==> src/rtl/log_merger_pkg.sv <==
// Shared definitions for the log stream merger: FSM states, header layout
// and a helper that assembles the 64-bit header beat.
package log_merger_pkg;

  typedef enum logic [1:0] {
    ST_IDLE   = 2'd0,
    ST_HEADER = 2'd1,
    ST_PASS   = 2'd2,
    ST_FLUSH  = 2'd3
  } state_t;

  localparam logic [7:0] HEADER_MAGIC = 8'hA5;
  localparam logic [7:0] SRC_ID_A     = 8'h00;
  localparam logic [7:0] SRC_ID_B     = 8'h01;

  localparam int HDR_W         = 64;
  localparam int HDR_MAGIC_LSB = 56;
  localparam int HDR_SRC_LSB   = 48;
  localparam int HDR_SEQ_LSB   = 0;
  localparam int HDR_SEQ_W     = 32;

  // Header: magic | source id | 16'h0 | sequence number
  function automatic logic [HDR_W-1:0] make_header(input logic src_b,
                                                   input logic [HDR_SEQ_W-1:0] seq);
    logic [HDR_W-1:0] hdr;
    hdr = '0;
    hdr[HDR_MAGIC_LSB +: 8]       = HEADER_MAGIC;
    hdr[HDR_SRC_LSB +: 8]         = src_b ? SRC_ID_B : SRC_ID_A;
    hdr[HDR_SEQ_LSB +: HDR_SEQ_W] = seq;
    return hdr;
  endfunction

endpackage

==> src/rtl/log_rr_arbiter.sv <==
// Two-way round-robin packet arbiter. The grant output is combinational;
// the merger samples it only while idle. last_grant resets to B so that
// source A wins the first tie.
module log_rr_arbiter
  import log_merger_pkg::*;
(
  input  logic clk,
  input  logic rst,
  input  logic req_a,
  input  logic req_b,
  input  logic done,
  input  logic done_grant_b,
  output logic grant_b
);

  logic last_grant_b;

  // Remember which source completed the most recent packet
  always_ff @(posedge clk) begin
    if (rst) begin
      last_grant_b <= 1'b1;
    end else if (done) begin
      last_grant_b <= done_grant_b;
    end
  end

  // A lone requester wins outright; a tie goes to the source that did not win last
  always_comb begin
    grant_b = req_b;
    if (req_a && req_b) begin
      grant_b = !last_grant_b;
    end
  end

endmodule

==> src/rtl/log_stream_merger.sv <==
// Merges two AXI4-Stream log sources into one, packet by packet in
// round-robin order, prefixing each packet with a header beat that carries
// the source ID and a per-source sequence number.
// Optional stall timeout: define LOG_STREAM_MERGER_TIMEOUT_EN.
//
// state  | meaning
// IDLE   | no packet granted; arbitrate when enable=1
// HEADER | registered header beat waits for m_axis_log_tready
// PASS   | granted source passes straight through to the output
// FLUSH  | after a timeout, silently drain the source up to its tlast
module log_stream_merger
  import log_merger_pkg::*;
#(
  parameter int C_AXIS_LOG_WIDTH = 64,
  parameter int C_TIMEOUT_CYCLES = 1024
) (
  input  logic                        clk,
  input  logic                        rst,
  input  logic                        enable,
  input  logic [C_AXIS_LOG_WIDTH-1:0] s_axis_log_a_tdata,
  input  logic                        s_axis_log_a_tlast,
  input  logic                        s_axis_log_a_tvalid,
  output logic                        s_axis_log_a_tready,
  input  logic [C_AXIS_LOG_WIDTH-1:0] s_axis_log_b_tdata,
  input  logic                        s_axis_log_b_tlast,
  input  logic                        s_axis_log_b_tvalid,
  output logic                        s_axis_log_b_tready,
  output logic [C_AXIS_LOG_WIDTH-1:0] m_axis_log_tdata,
  output logic                        m_axis_log_tlast,
  output logic                        m_axis_log_tvalid,
  input  logic                        m_axis_log_tready,
  output logic [15:0]                 timeout_count
);

  localparam int W = C_AXIS_LOG_WIDTH;

  state_t          state;
  logic            grant_b;
  logic            arb_grant_b;
  logic [31:0]     seq_a;
  logic [31:0]     seq_b;
  logic [W-1:0]    out_tdata;
  logic            out_tlast;
  logic            out_tvalid;
  logic            to_beat;
  logic            flush_done;
  logic [W-1:0]    sel_tdata;
  logic            sel_tlast;
  logic            sel_tvalid;
  logic            pass_live;
  logic            src_hs;
  logic            pkt_done;

`ifdef LOG_STREAM_MERGER_TIMEOUT_EN
  localparam int             TMO_W    = $clog2(C_TIMEOUT_CYCLES + 1);
  localparam logic [TMO_W-1:0] TMO_LOAD = TMO_W'(C_TIMEOUT_CYCLES);
  localparam logic [TMO_W-1:0] TMO_ONE  = TMO_W'(1);

  logic [TMO_W-1:0] stall_left;
  logic [15:0]      timeout_count_r;

  assign flush_done    = (state == ST_FLUSH) && sel_tvalid && sel_tlast;
  assign timeout_count = timeout_count_r;
`else
  logic unused_timeout_cfg;

  assign unused_timeout_cfg = (C_TIMEOUT_CYCLES > 1);
  assign to_beat            = 1'b0;
  assign flush_done         = 1'b0;
  assign timeout_count      = 16'h0000;
`endif

  assign sel_tdata  = grant_b ? s_axis_log_b_tdata  : s_axis_log_a_tdata;
  assign sel_tlast  = grant_b ? s_axis_log_b_tlast  : s_axis_log_a_tlast;
  assign sel_tvalid = grant_b ? s_axis_log_b_tvalid : s_axis_log_a_tvalid;

  // The timeout beat borrows PASS but comes from the output register
  assign pass_live = (state == ST_PASS) && !to_beat;
  assign src_hs    = pass_live && sel_tvalid && m_axis_log_tready;
  assign pkt_done  = (src_hs && sel_tlast) || flush_done;

  log_rr_arbiter u_arb (
    .clk          (clk),
    .rst          (rst),
    .req_a        (s_axis_log_a_tvalid),
    .req_b        (s_axis_log_b_tvalid),
    .done         (pkt_done),
    .done_grant_b (grant_b),
    .grant_b      (arb_grant_b)
  );

  // Output mux: pass-through in PASS, registered beat everywhere else
  always_comb begin
    m_axis_log_tdata    = out_tdata;
    m_axis_log_tlast    = out_tlast;
    m_axis_log_tvalid   = out_tvalid;
    s_axis_log_a_tready = 1'b0;
    s_axis_log_b_tready = 1'b0;
    if (pass_live) begin
      m_axis_log_tdata  = sel_tdata;
      m_axis_log_tlast  = sel_tlast;
      m_axis_log_tvalid = sel_tvalid;
      if (grant_b) s_axis_log_b_tready = m_axis_log_tready;
      else         s_axis_log_a_tready = m_axis_log_tready;
    end
`ifdef LOG_STREAM_MERGER_TIMEOUT_EN
    if (state == ST_FLUSH) begin
      if (grant_b) s_axis_log_b_tready = 1'b1;
      else         s_axis_log_a_tready = 1'b1;
    end
`endif
  end

  // Per-source sequence numbers advance once per finished (or flushed) packet
  always_ff @(posedge clk) begin
    if (rst) begin
      seq_a <= '0;
      seq_b <= '0;
    end else if (pkt_done) begin
      if (grant_b) seq_b <= seq_b + 32'd1;
      else         seq_a <= seq_a + 32'd1;
    end
  end

  // Packet sequencing FSM with registered header / timeout beat
  always_ff @(posedge clk) begin
    if (rst) begin
      state      <= ST_IDLE;
      grant_b    <= 1'b0;
      out_tdata  <= '0;
      out_tlast  <= 1'b0;
      out_tvalid <= 1'b0;
`ifdef LOG_STREAM_MERGER_TIMEOUT_EN
      to_beat         <= 1'b0;
      stall_left      <= '0;
      timeout_count_r <= '0;
`endif
    end else begin
      case (state)
        ST_IDLE: begin
          if (enable && (s_axis_log_a_tvalid || s_axis_log_b_tvalid)) begin
            grant_b    <= arb_grant_b;
            out_tdata  <= W'(make_header(arb_grant_b, arb_grant_b ? seq_b : seq_a));
            out_tlast  <= 1'b0;
            out_tvalid <= 1'b1;
            state      <= ST_HEADER;
          end
        end
        ST_HEADER: begin
          if (m_axis_log_tready) begin
            out_tvalid <= 1'b0;
            out_tdata  <= '0;
            state      <= ST_PASS;
`ifdef LOG_STREAM_MERGER_TIMEOUT_EN
            stall_left <= TMO_LOAD;
`endif
          end
        end
        ST_PASS: begin
`ifdef LOG_STREAM_MERGER_TIMEOUT_EN
          if (to_beat) begin
            if (m_axis_log_tready) begin
              to_beat    <= 1'b0;
              out_tvalid <= 1'b0;
              out_tlast  <= 1'b0;
              out_tdata  <= '0;
              if (timeout_count_r != 16'hFFFF) begin
                timeout_count_r <= timeout_count_r + 16'd1;
              end
              state <= ST_FLUSH;
            end
          end else if (pkt_done) begin
            state <= ST_IDLE;
          end else if (src_hs) begin
            stall_left <= TMO_LOAD;
          end else if (!sel_tvalid) begin
            if (stall_left == TMO_ONE) begin
              to_beat    <= 1'b1;
              out_tdata  <= '1;
              out_tlast  <= 1'b1;
              out_tvalid <= 1'b1;
            end else begin
              stall_left <= stall_left - TMO_ONE;
            end
          end
`else
          if (pkt_done) begin
            state <= ST_IDLE;
          end
`endif
        end
`ifdef LOG_STREAM_MERGER_TIMEOUT_EN
        ST_FLUSH: begin
          if (pkt_done) begin
            state <= ST_IDLE;
          end
        end
`endif
        default: state <= ST_IDLE;
      endcase
    end
  end

endmodule

==> config.mk <==
export PLATFORM = sky130hd
export DESIGN_NAME = log_stream_merger
export DESIGN_NICKNAME = d
export VERILOG_FILES = /design/src/rtl/log_merger_pkg.sv /design/src/rtl/log_rr_arbiter.sv /design/src/rtl/log_stream_merger.sv
export SDC_FILE = /design/constraint.sdc
export NUM_CORES = 1
export LEC_CHECK = 0
export CORE_MARGIN = 1.5
export CORE_UTILIZATION = 47
export CTS_BUF_LIST = sky130_fd_sc_hd__clkbuf_8
export DETAILED_ROUTE_END_ITERATION = 12
export PLACE_DENSITY = 0.83
export SLEW_MARGIN = 20
export SYNTH_ARGS = -nofsm -noshare
export SYNTH_HDL_FRONTEND = slang
export SYNTH_SLANG_ARGS = --single-unit
==> constraint.sdc <==
create_clock -name clk -period 2.85 [get_ports clk]
set_input_delay 0.4275 -clock clk [delete_from_list [all_inputs] [get_ports clk]]
set_output_delay 0.4275 -clock clk [all_outputs]
set_load 0.02 [all_outputs]
==> reports/results.txt <==
Power spread over the standard cell area amounts to 343.0 mW/mm^2. Summed over all layers, the routed wires come to 19670 um. The final number of hold-violating endpoints is 0, and the fraction of final layout cells sized beyond drive strength 1 is 8.811%. The slowest stage of the critical path is the clkdlybuf4s50_1 cell. The count of nets left with antenna violations once routing finished came out at 0.

Global routing used 27.33% of the available tracks. The most critical setup path has its startpoint at state[0]. Combinational logic is responsible for 19.2% of the overall power.

The total placed instance area is 0.008478 sq mm. Minimum clock period: 2.653 ns. In this run, post-CTS hold repair placed 0 buffers. The clock tree buffer depth came out at 2. The clock tree root driver cell was clkbuf_8.

For this run, asynchronously set or reset flops after synthesis account for 0%. Averaged over all synthesized cells, the footprint is 7.916 sq um. At the end of the flow, the number of nets in the layout was 1112. The critical path's largest stage delay came out at 0.63 ns. Net switching is 25.56% of the power. The count of flip-flops with a built-in enable after synthesis is 0. The final routed wire length divided by cell count is 17.07 um. Before CTS, the worst setup slack after placement is 0.1552 ns. Summing the areas of all compound-gate instances in the mapped netlist gives 16.05% of the synthesized area.

Before antenna repair, the detailed router went through 7 iterations. The floorplan step defined a die boundary enclosing 0.01406 sq mm. Synthesized netlist cell count: 793. The repair_antennas step left the layout with diodes totalling 0.

Setup repair after global routing left no endpoint under its margin. The startpoint-to-endpoint class of the critical path is reg2out. The logs give 47.78% for the effective utilization at floorplan and 66.05% for the fraction of the core area covered by cells at the end of the flow. In the routed layout, each cell is associated on average with a via count of 5.601.

Traced cell by cell, the critical path runs through nand2b_2 > buf_12 > nand2_1 > o21ai_0 > clkdlybuf4s50_1. The mux contribution to synthesized area was 19.00%. STA classifies the critical path startpoint as a flip-flop. After synthesis, the largest family of logic cells by area is simple AND/OR/NAND/NOR gates. For this block, the via count after detailed routing is 6452. The DRC violation total after the first TritonRoute iteration came out at 429.

The initial antenna violation count came out at 0. TritonCTS built the clock tree. The via count of the first global-routing pass came out at 5885. Of the available clock period, the critical path in the final layout requires 93.09%. The worst hold path class is reg2reg.

The path with the worst hold slack has its endpoint at out_tdata[1]. Power comes to 2.976 mW. The flow ran to the end, and the final reports show no timing, DRC or antenna violations. The tools report the accumulated negative setup slack as 0 ns.

For the reported leakage power, the log shows 2.846 nW. The run gives 2.23 ns as the worst path arrival time. The synthesized-area fraction occupied by and/or/nand/nor cells was 24.00%; the total clock buffers created by CTS was 9.

The number of synthesis warnings was 0. For this run, the number of standard cells in the final layout without fillers is 1152. Entering global routing, the biggest net connects 77 pins. The H-tree generated during clock tree synthesis spans 3 levels.

The tools report the clock power share as 32.5%. The tools report the global-route congestion overflow total as 0. The top cell types in the final layout, fill and taps aside, are clkdlybuf4s50_1, dfxtp_1, nand2_1.

The number of slew-limit violations in the final report is 0. Leading cell type in the layout, fill and taps excluded: clkdlybuf4s50_1. The synthesized netlist occupies a cell area of 0.006277 sq mm. The die boundary width is 118.6 um. For the pin with the worst max-slew slack, the measured transition is 0.7465 ns.

Hold is met by 0.4787 ns. STA classifies the critical path endpoint as an output port. The tool flagged a number of max-cap violations equal to 0. The sequential fraction of design power is 48.3%.

Critical-path maximum fanout: 73. The clock skew was 0.01429 ns. The logs give 0.008677 sq mm for the design area and 0.7606 mW for the total net switching power.

After floorplanning, the core was divided into 42 placement rows. Counting instances, the worst hold path has a depth of 2. The internal power summed over all cells came out at 2.216 mW. The count of unresolved DRC violations after routing is 0. The adder and majority gate portion of the synthesized area is 0.3986%. For the relative slew slack, the log shows 50.23%. For this design the top-level I/O count stands at 220. The total placed cells including tap cells came out at 1139. Based on the critical path, the design can be clocked at up to 0.3769 GHz. The number of buffers added on ports was 203. Setup violations remaining at the end of the flow were counted as 0.

The startpoint identified for the worst hold timing path is out_tdata[1]. The synthesized netlist contains 46 unique library cells. The area of the placeable core came out at 0.01314 sq mm.

For this run, the leading register cell type out of synthesis is dfxtp_1. The startpoint of the worst register-to-register path is seq_b[10]. The number of register bits inferred by synthesis came out at 102. The worst register-to-register path ends at seq_b[23]. Parity-gate share of the synthesized area counting xor and xnor cells: 1.535%.

The die boundary height came out at 118.6 um. The tools report the worst-case vdd ir drop as 0.2849 mV. Routability-driven placement finished with a final weighted congestion of 0.9211. Clock-pin slew was measured on the worst setup and hold paths at 0.09 ns. The logs give 0.37 ns for the later-pin clock latency in the skew report and 15050 um for the total half-perimeter wirelength after legalization and detailed placement.

The sequential fraction of the synthesis area was 32.53%. The setup slack after layout is 0.1969 ns. For the number of sinks on the clock net, the log shows 102.

From synthesis to final layout, the design area changed by 38.23%. At the worst endpoint, the required time is 2.42 ns. The worst register-to-register path has a setup slack of 0.46 ns. In this run the post-CTS setup repair buffer count came out at 0.

The number of cells on the worst reg-to-reg path is 4. The run gives 31060 um as the wire length of the first global-routing pass.
[routing by layer]
metal	share of wire, %	vias to the layer above	track usage [%]
li1	-	3189	-
met5	0	-	0
met3	7.8	29	5.550
met4	2.4	0	8.735
met2	46	240	42.91
met1	44	2994	37.63
[what timing repair did]
action,in CTS,in global routing
gates resized for setup,0,1
endpoints found under the setup margin,0,4
hold endpoints to repair,0,0
[worst max-delay path by stage]
stage / endpoint / slack (ns)
after floorplan: m_axis_log_tdata[32] / 0.60
after global placement: seq_a[23] / 0.19
after detailed placement: seq_a[23] / 0.16
after CTS: m_axis_log_tdata[12] / 0.09
after global routing: m_axis_log_tdata[12] / 0.09
final: m_axis_log_tdata[12] / 0.20
[final cells by class]
type,instances,area [sq um]
multi-input combinational,618,3906
tap,176,220.2
sequential,102,2047
clock inverter,4,73.82
clock buffer,9,123.9
timing repair buffer,230,2257
inverter,13,48.80
fill,1107,4461
[cell families (layout without fill, tap and decap cells)]
logic type	count (synthesis)	count (layout)
simple gates	290	290
compound gates	185	185
other cells	1	16
xor+xnor	11	11
mux	114	114
buf+inv	88	256
flops	102	102
fa+ha+maj	2	2
[critical path, delay by kind of cell, from the launching register on]
kind,cells,cell delay (ns)
flip-flops,1,0.46
buffers and inverters,2,0.89
AO/OA/AOI/OAI,1,0.10
AND/OR/NAND/NOR,2,0.37
[state kept, by name, indices dropped and copies added, names as in the netlist]
register / cells
seq_a: 32
out_tdata: 34
u_arb.last_grant_b: 1
grant_b: 1
seq_b: 32
state: 2
[power by group through the flow]
stage	Clock [mW]	Combinational (mW)	Sequential, mW
6_report	0.967	0.572	1.44
5_1_grt	1.04	0.610	1.44
4_1_cts	0.977	0.573	1.44
3_5_place_dp	0	0.570	1.47
3_3_place_gp	0	0.565	1.47
2_1_floorplan	0	0.272	1.46
[cell usage after synthesis (all sizes together) (3+ instances only)]
cell    instances  area [sq um]
and3            3         18.77
a21oi          76         380.4
or4            30         225.2
mux2i          73         730.7
nand3          18         90.09
nor3            8         45.04
inv            13         48.80
dfxtp         102          2042
nor2b          14         87.58
and4            5         43.79
or3            15         93.84
nor2           67         251.5
nand4b          3         26.28
mux2           41         461.7
o21ai          81         405.4
o31ai          19         142.6
and2            3         18.77
nand4          24         165.2
nor4            8         56.30
clkbuf         45         168.9
nand2          84         315.3
xnor2           9         78.83
buf            30         186.4
Power figures use the tool's default switching activity.
